$ cat config.mk
export PLATFORM = sky130hd
export DESIGN_NAME = slice_carry_pipe
export DESIGN_NICKNAME = d
export VERILOG_FILES = /design/src/rtl/slice_carry_pipe.sv
export SDC_FILE = /design/constraint.sdc
export NUM_CORES = 1
export LEC_CHECK = 0
export BUFFER_PORTS_ARGS = -buffer_cell sky130_fd_sc_hd__clkbuf_2
export CAP_MARGIN = 40
export CORE_MARGIN = 3
export CORE_UTILIZATION = 49
export DETAILED_ROUTE_END_ITERATION = 10
export PLACE_DENSITY = 0.76
export SETUP_SLACK_MARGIN = 0.02
export SLEW_MARGIN = 20
export SYNTH_ARGS = -nofsm -noshare
export SYNTH_HDL_FRONTEND = slang
export SYNTH_SLANG_ARGS = --single-unit
$ cat constraint.sdc
create_clock -name CLK -period 1.9 [get_ports CLK]
set_input_delay 0.095 -clock CLK [delete_from_list [all_inputs] [get_ports CLK]]
set_output_delay 0.095 -clock CLK [all_outputs]
set_load 0.1 [all_outputs]
$ cat src/rtl/slice_carry_pipe.sv
// slice_carry_pipe: pipelined add/subtract whose carry chain is split into STAGES registered segments.
// Each stage adds one segment plus the previous stage's FCO; operands skew forward, low sums ride along.
module slice_carry_pipe #(
   parameter int    WIDTH  = 16,
   parameter int    STAGES = 2,
   parameter string GSR    = "ENABLED"
) (
   input  logic             CLK,
   input  logic             RSTN,
   input  logic             CE,
   input  logic             LSR,
   input  logic             VALID_I,
   input  logic             SUB,
   input  logic [WIDTH-1:0] A,
   input  logic [WIDTH-1:0] B,
   input  logic             CI,
   output logic [WIDTH-1:0] S,
   output logic             CO,
   output logic             OVF,
   output logic             VALID_O
);
   localparam int NS      = (STAGES < 1) ? 1 : STAGES;
   localparam int SEG     = WIDTH / NS;
   localparam bit USE_RST = (GSR == "ENABLED");

   if (STAGES < 1 || STAGES > 8 || WIDTH % NS != 0) begin : g_bad_param
      $error("slice_carry_pipe: STAGES must be 1..8 and divide WIDTH");
   end

   logic             rst_n_eff;
   logic [WIDTH-1:0] b_inv;
   assign rst_n_eff = RSTN | ~USE_RST;
   assign b_inv     = SUB ? ~B : B;

   for (genvar k = 0; k < NS; k++) begin : g_stg
      localparam int LO = k * SEG;
      // acc holds finished sums below segment k and still-unused A bits above it
      logic [WIDTH-1:0]    acc_in, acc_nx, acc_q;
      logic [WIDTH-LO-1:0] b_all;
      logic [SEG-1:0]      a_seg, b_seg;
      logic [SEG:0]        seg_sum;
      logic                cin, vin, fco_q, vld_q;
      if (k == 0) begin : g_first
         assign acc_in = A;
         assign b_all  = b_inv;
         assign cin    = CI;
         assign vin    = VALID_I;
      end else begin : g_next
         assign acc_in = g_stg[k-1].acc_q;
         assign b_all  = g_stg[k-1].g_fwd.b_q;
         assign cin    = g_stg[k-1].fco_q;
         assign vin    = g_stg[k-1].vld_q;
      end
      assign a_seg   = acc_in[LO +: SEG];
      assign b_seg   = b_all[SEG-1:0];
      assign seg_sum = {1'b0, a_seg} + {1'b0, b_seg} + {{SEG{1'b0}}, cin};
      always_comb begin
         acc_nx            = acc_in;
         acc_nx[LO +: SEG] = seg_sum[SEG-1:0];
      end
      always_ff @(posedge CLK or negedge rst_n_eff)
         if (!rst_n_eff) {acc_q, fco_q, vld_q} <= '0;
         else if (LSR) {acc_q, fco_q, vld_q} <= '0;
         else if (CE) {acc_q, fco_q, vld_q} <= {acc_nx, seg_sum[SEG], vin};
      if (k < NS - 1) begin : g_fwd
         logic [WIDTH-LO-SEG-1:0] b_q;
         always_ff @(posedge CLK or negedge rst_n_eff)
            if (!rst_n_eff) b_q <= '0;
            else if (LSR) b_q <= '0;
            else if (CE) b_q <= b_all[WIDTH-LO-1:SEG];
      end
      if (k == NS - 1) begin : g_last
         logic ovf_q;
         // carry into the MSB is recovered as a ^ b ^ sum at that bit
         always_ff @(posedge CLK or negedge rst_n_eff)
            if (!rst_n_eff) ovf_q <= 1'b0;
            else if (LSR) ovf_q <= 1'b0;
            else if (CE) ovf_q <= a_seg[SEG-1] ^ b_seg[SEG-1] ^ seg_sum[SEG-1] ^ seg_sum[SEG];
      end
   end

   assign S       = g_stg[NS-1].acc_q;
   assign CO      = g_stg[NS-1].fco_q;
   assign VALID_O = g_stg[NS-1].vld_q;
   assign OVF     = g_stg[NS-1].g_last.ovf_q;
endmodule

# After elaboration in Yosys (flattened, before gate mapping)
# Index checks and enable logic that the tools add are counted.
[totals]
ff_bits = 45
latchBits = 0
ramBits = 0
romBits = 0
input_bits = 39
out_inout_bits = 19
elab_cells = 34
memories = 0
[classes]
addsub = 4
mul = 0
div_mod_pow = 0
magnitude_cmp = 0
n_eq_ne = 0
shift = 0
n_mux = 17
n_bitwise = 4
reduce_logical = 1
[op_table]
columns = ["cell", "count"]
rows = [
  ["two-way mux 16 bit", 5],
  ["adder 8 x 8 -> 9 bit", 2],
  ["adder 9 x 1 -> 9 bit", 2],
  ["two-way mux 8 bit", 2],
  ["inverter 16 bit", 1],
  ["two-way mux 1 bit", 10],
  ["bitwise XOR 1 bit", 3],
  ["nonzero test 2 bit", 1],
]

# Depth between registers and ports, before layout
[depth]
ltp_word = 6
mapped_depth = 11
depth_no_buf = 9

# Worst setup path after synthesis
# Ideal clock, no wire load.
[synth_path]
path_kind = "in2reg"
start = "in SUB"
end = "reg g_stg[0].fco_q"
setup_time_ps = 150
arrival_ps = 2290
t_required_ps = 1750
path_slack_ps = -540
cell_stages = 11
path_buffers = 2
cell_sequence = "buf_2 > buf_2 > xnor2_1 > fa_1 > inv_1 > fa_1 > a21o_1 > a21oi_1 > o21ai_0 > a2111oi_0 > a2111oi_0"
[synth_via]
elab_chain_len = 5
[synth_rtl]
columns = ["element", "line_no", "rtl"]
rows = [
  ["from (decl)", "13", "input logic SUB,"],
  ["two-way mux 16 bit", "33", "assign b_inv = SUB ? ~B : B;"],
  ["adder 8 x 8 -> 9 bit", "56", "assign seg_sum = {1'b0, a_seg} + {1'b0, b_seg} + {{SEG{1'b0}}, cin};"],
  ["adder 9 x 1 -> 9 bit", "56", ""],
  ["two-way mux 1 bit", "64", "else if (CE) {acc_q, fco_q, vld_q} <= {acc_nx, seg_sum[SEG], vin};"],
  ["two-way mux 1 bit", "63", "else if (LSR) {acc_q, fco_q, vld_q} <= '0;"],
  ["to (signal assigned)", "64", ""],
  ["to (decl)", "42", "logic cin, vin, fco_q, vld_q;"],
]
# No other way between the ends. The select of a mux whose other input is x is not followed.
# A chain may end at the register's enable or synchronous reset.

# Worst setup path after layout
[layout_path]
start = "reg g_stg[0].fco_q"
end = "reg g_stg[1].g_last.ovf_q, in the netlist OVF"
[layout_via]
elab_chain_len = 5
[layout_rtl]
columns = ["element", "line_no", "rtl"]
rows = [
  ["adder 9 x 1 -> 9 bit (*)", "56", ""],
  ["bitwise XOR 1 bit", "78", "else if (CE) ovf_q <= a_seg[SEG-1] ^ b_seg[SEG-1] ^ seg_sum[SEG-1] ^ seg_sum[SEG];"],
  ["bitwise XOR 1 bit (*)", "78", ""],
  ["two-way mux 1 bit (*)", "78", ""],
  ["two-way mux 1 bit (*)", "77", "else if (LSR) ovf_q <= 1'b0;"],
  ["to (signal assigned)", "78", ""],
  ["to (decl)", "73", "logic ovf_q;"],
]
# Mark *: on every way between the ends. The rest lies on a longest branch, timed or not. The select of a mux whose other input is x is not followed.

==> results.json <==
{
  "syn_avg_cell_area_um2": 10.1,
  "die_area_um2": 6370,
  "grt_pass1_wl_mm": 9.77,
  "ys_warn_count": 0,
  "finalClockSkew_ns": 0.00952,
  "num_io_pins": 58,
  "critical_path.startpoint_type": "flip-flop",
  "crit_arrival_ns": 2.31,
  "path_clk_slew_ns": 0.08,
  "ys_seq_area_share_pct": 42.2,
  "period_minus_slack_ns": 2.09,
  "die_y_um": 79.8,
  "fin_total_pwr_w": 0.00269,
  "post_drt_wl_per_cell_um": 13.7,
  "power_leakage_nw": 1.78,
  "portBuffers": 57,
  "worst_slew_pin_slew_ns": 0.545,
  "crit_type": "flip-flop to flip-flop",
  "core_area_um2": 5200,
  "ir_worst_vdd_uv": 359,
  "clkPwrFrac_pct": 27.7,
  "hp-class": "input pin to flip-flop",
  "combPwrFrac_pct": 32.2,
  "grt_max_degree": 39,
  "final_common_cell": "clkbuf_2",
  "num_rows": 26,
  "via_per_inst": 5.19,
  "synth.top_cell.area_share_pct": 42.2,
  "dpl.hpwl_mm": 4.22,
  "violations": "setup timing",
  "outcome": "complete, but fails checks",
  "cts_buffers": 5,
  "drt-total-wl_mm": 5.69,
  "syn-cell-area_um2": 2670,
  "multi_input_area_um2": 1530,
  "fin_nets": 403,
  "die_x_um": 79.8,
  "ys_types": 42,
  "gr-total-overflow": 0,
  "crit_fanout": 3,
  "grt_pass1_vias": 2140,
  "layout-drive-gt1-share_pct": 33.7,
  "syn_nets": 322,
  "cts_root_buf": "clkbuf_8",
  "timing.final.crit_share_pct": 110,
  "ys_ff_latch": 45,
  "setup_slack_ns": -0.186,
  "cts_max_level": 2,
  "max_cap_violations": 0,
  "switching_power_w": 0.000898,
  "critPathCaptureType": "flip-flop",
  "vias": 2165,
  "post-route-util_pct": 66.7,
  "clock_sinks": 45,
  "ys.flop_type": "dfrtp_1",
  "whs_ns": 0.0452,
  "cts_tree": "built",
  "n_antenna_cell": 0,
  "clkLatencyLatePin_ns": 0.30,
  "slew_viol_final": 0,
  "hold_violations": 0,
  "seqPwrFrac_pct": 40.1,
  "n_fill_cell": 435,
  "synthArstFlopShare_pct": 100,
  "drt_iter0_drc": 123,
  "synthCells": 265,
  "swShare_pct": 33.3,
  "layout_common_cells": "clkbuf_2 (57), nor2_1 (49), dfrtp_1 (45), buf_4 (28), mux2i_1 (27)",
  "start_util_pct": 51.3,
  "internal_power_w": 0.00180,
  "register_area_um2": 1130,
  "track_usage_pct": 19.4,
  "drt-pass1-iter-count": 4,
  "p_per_area_nw_per_um2": 776,
  "setup_viol_count_final": 6,
  "instances_no_fill": 417,
  "rsz0062_at_grt": "yes",
  "yosys.area.top_type": "dfrtp_1",
  "slew-limit-headroom_pct": 63.8,
  "synth_edf_count": 0,
  "dp.cells": 402,
  "clockBufferDepth": 2,
  "critPathRequiredTime_ns": 2.12,
  "grt_antenna_before_repair": 0,
  "synth_area_leaders": "dfrtp_1 (42%), mux2i_1 (10%), nor2_1 (6.9%)",
  "area_delta_synth_final_pct": 29.9,
  "timing.fmax_mhz": 479,
  "postRouteAntennaNets": 0,
  "gp_congestion": 0.855,
  "route.detailed.drc": 0
}
==> cell families (layout without fill, tap and decap cells) <==
kind of cell / after synthesis / count (layout) / synth area share, %
buf+inv: 26 / 108 / 3.93
simple gates: 79 / 79 / 13.2
fa+ha+maj: 18 / 18 / 9.56
compound gates: 48 / 48 / 13.8
xor+xnor: 22 / 22 / 7.21
mux: 27 / 27 / 10.1
flops: 45 / 45 / 42.2
==> path summary, 6_finish.rpt <==
| kind | from | to | slack, ns | depth (start not counted) |
|---|---|---|---|---|
| min | A[12] | g_stg[0].acc_q[12] | 0.05 | 3 |
| max in group asynchronous | RSTN | S[4] | 1.02 | 4 |
| min reg2reg | S[15] | S[15] | 0.52 | 2 |
| max reg2reg | g_stg[0].fco_q | OVF | -0.19 | 8 |
| min in group asynchronous | RSTN | CO | 0.25 | 2 |
| max | g_stg[0].fco_q | OVF | -0.19 | 8 |
==> worst max-delay path, stage by stage (launching register included) <==
cell      delay, ns
dfrtp_1        0.43
fa_2           0.38
inv_2          0.06
fa_2           0.20
nor2b_2        0.05
o31a_1         0.29
a221oi_4       0.27
xnor2_1        0.11
a211oi_2       0.21
==> stage by stage <==
stage | setup WS (ns) | cell area [um^2] | setup TNS [ns]
final | -0.186 | 3470 | -0.579
after global routing | -0.314 | 3470 | -1.17
after CTS | -0.172 | 3420 | -0.615
after detailed placement | -0.232 | 3230 | -1.15
after global placement | -0.211 | 3230 | -0.881
after floorplan | -0.134 | 2750 | -0.361
==> power groups by stage <==
stage | clock (W) | sequential (W) | combinational, W
final | 0.000747 | 0.00108 | 0.000866
after global routing | 0.000799 | 0.00109 | 0.000949
after CTS | 0.000756 | 0.00108 | 0.000852
after detailed placement | 0 | 0.00110 | 0.000826
after global placement | 0 | 0.00110 | 0.000812
after floorplan | 0 | 0.00129 | 0.000396
==> final cells by class <==
class | instances | share of cell area (%)
clock buffer | 7 | 2.49
clock inverter | 1 | 0.865
inverter | 11 | 1.19
multi-input combinational | 194 | 44.2
sequential | 45 | 32.5
tap | 70 | 2.52
timing repair buffer | 89 | 16.3
==> cell usage after synthesis, types with 2 or more instances <==
library cell,n
a2111oi_0,2
a211oi_1,11
a21o_1,5
a21oi_1,6
a311o_1,2
a31oi_1,2
and3_1,2
buf_1,2
buf_2,6
clkbuf_1,7
dfrtp_1,45
fa_1,4
ha_1,14
inv_1,11
mux2i_1,27
nand2_1,10
nand4_1,2
nor2_1,49
nor2b_1,4
nor3b_1,3
o211ai_1,3
o21a_1,3
o21ai_0,5
or3_1,2
xnor2_1,14
xor2_1,8
==> registers in the layout (all words and copies together), names as in the netlist <==
name	flops
VALID_O	1
g_stg.g_fwd.b_q	8
g_stg.fco_q	1
OVF	1
g_stg.vld_q	1
S	16
CO	1
g_stg.acc_q	16
==> timing repair <==
| item | 4_1_cts | 5_1_grt |
|---|---|---|
| gates resized for setup | 9 | 5 |
| hold buffers | 1 | 0 |
| pin swaps | 11 | 6 |
| hold endpoints to repair | 30 | 0 |
| setup endpoints to repair | 5 | 7 |
| buffers inserted | 4 | 1 |
==> per-layer routing <==
metal  global-route usage (%)  wire (um)  share of wire [%]
met5                        0          0                  0
met4                     6.25         79                1.4
met3                     3.05        188                3.3
met2                     30.9       2650                 47
met1                     27.0       2780                 49
Note: power is estimated with default switching activity, not from simulation.
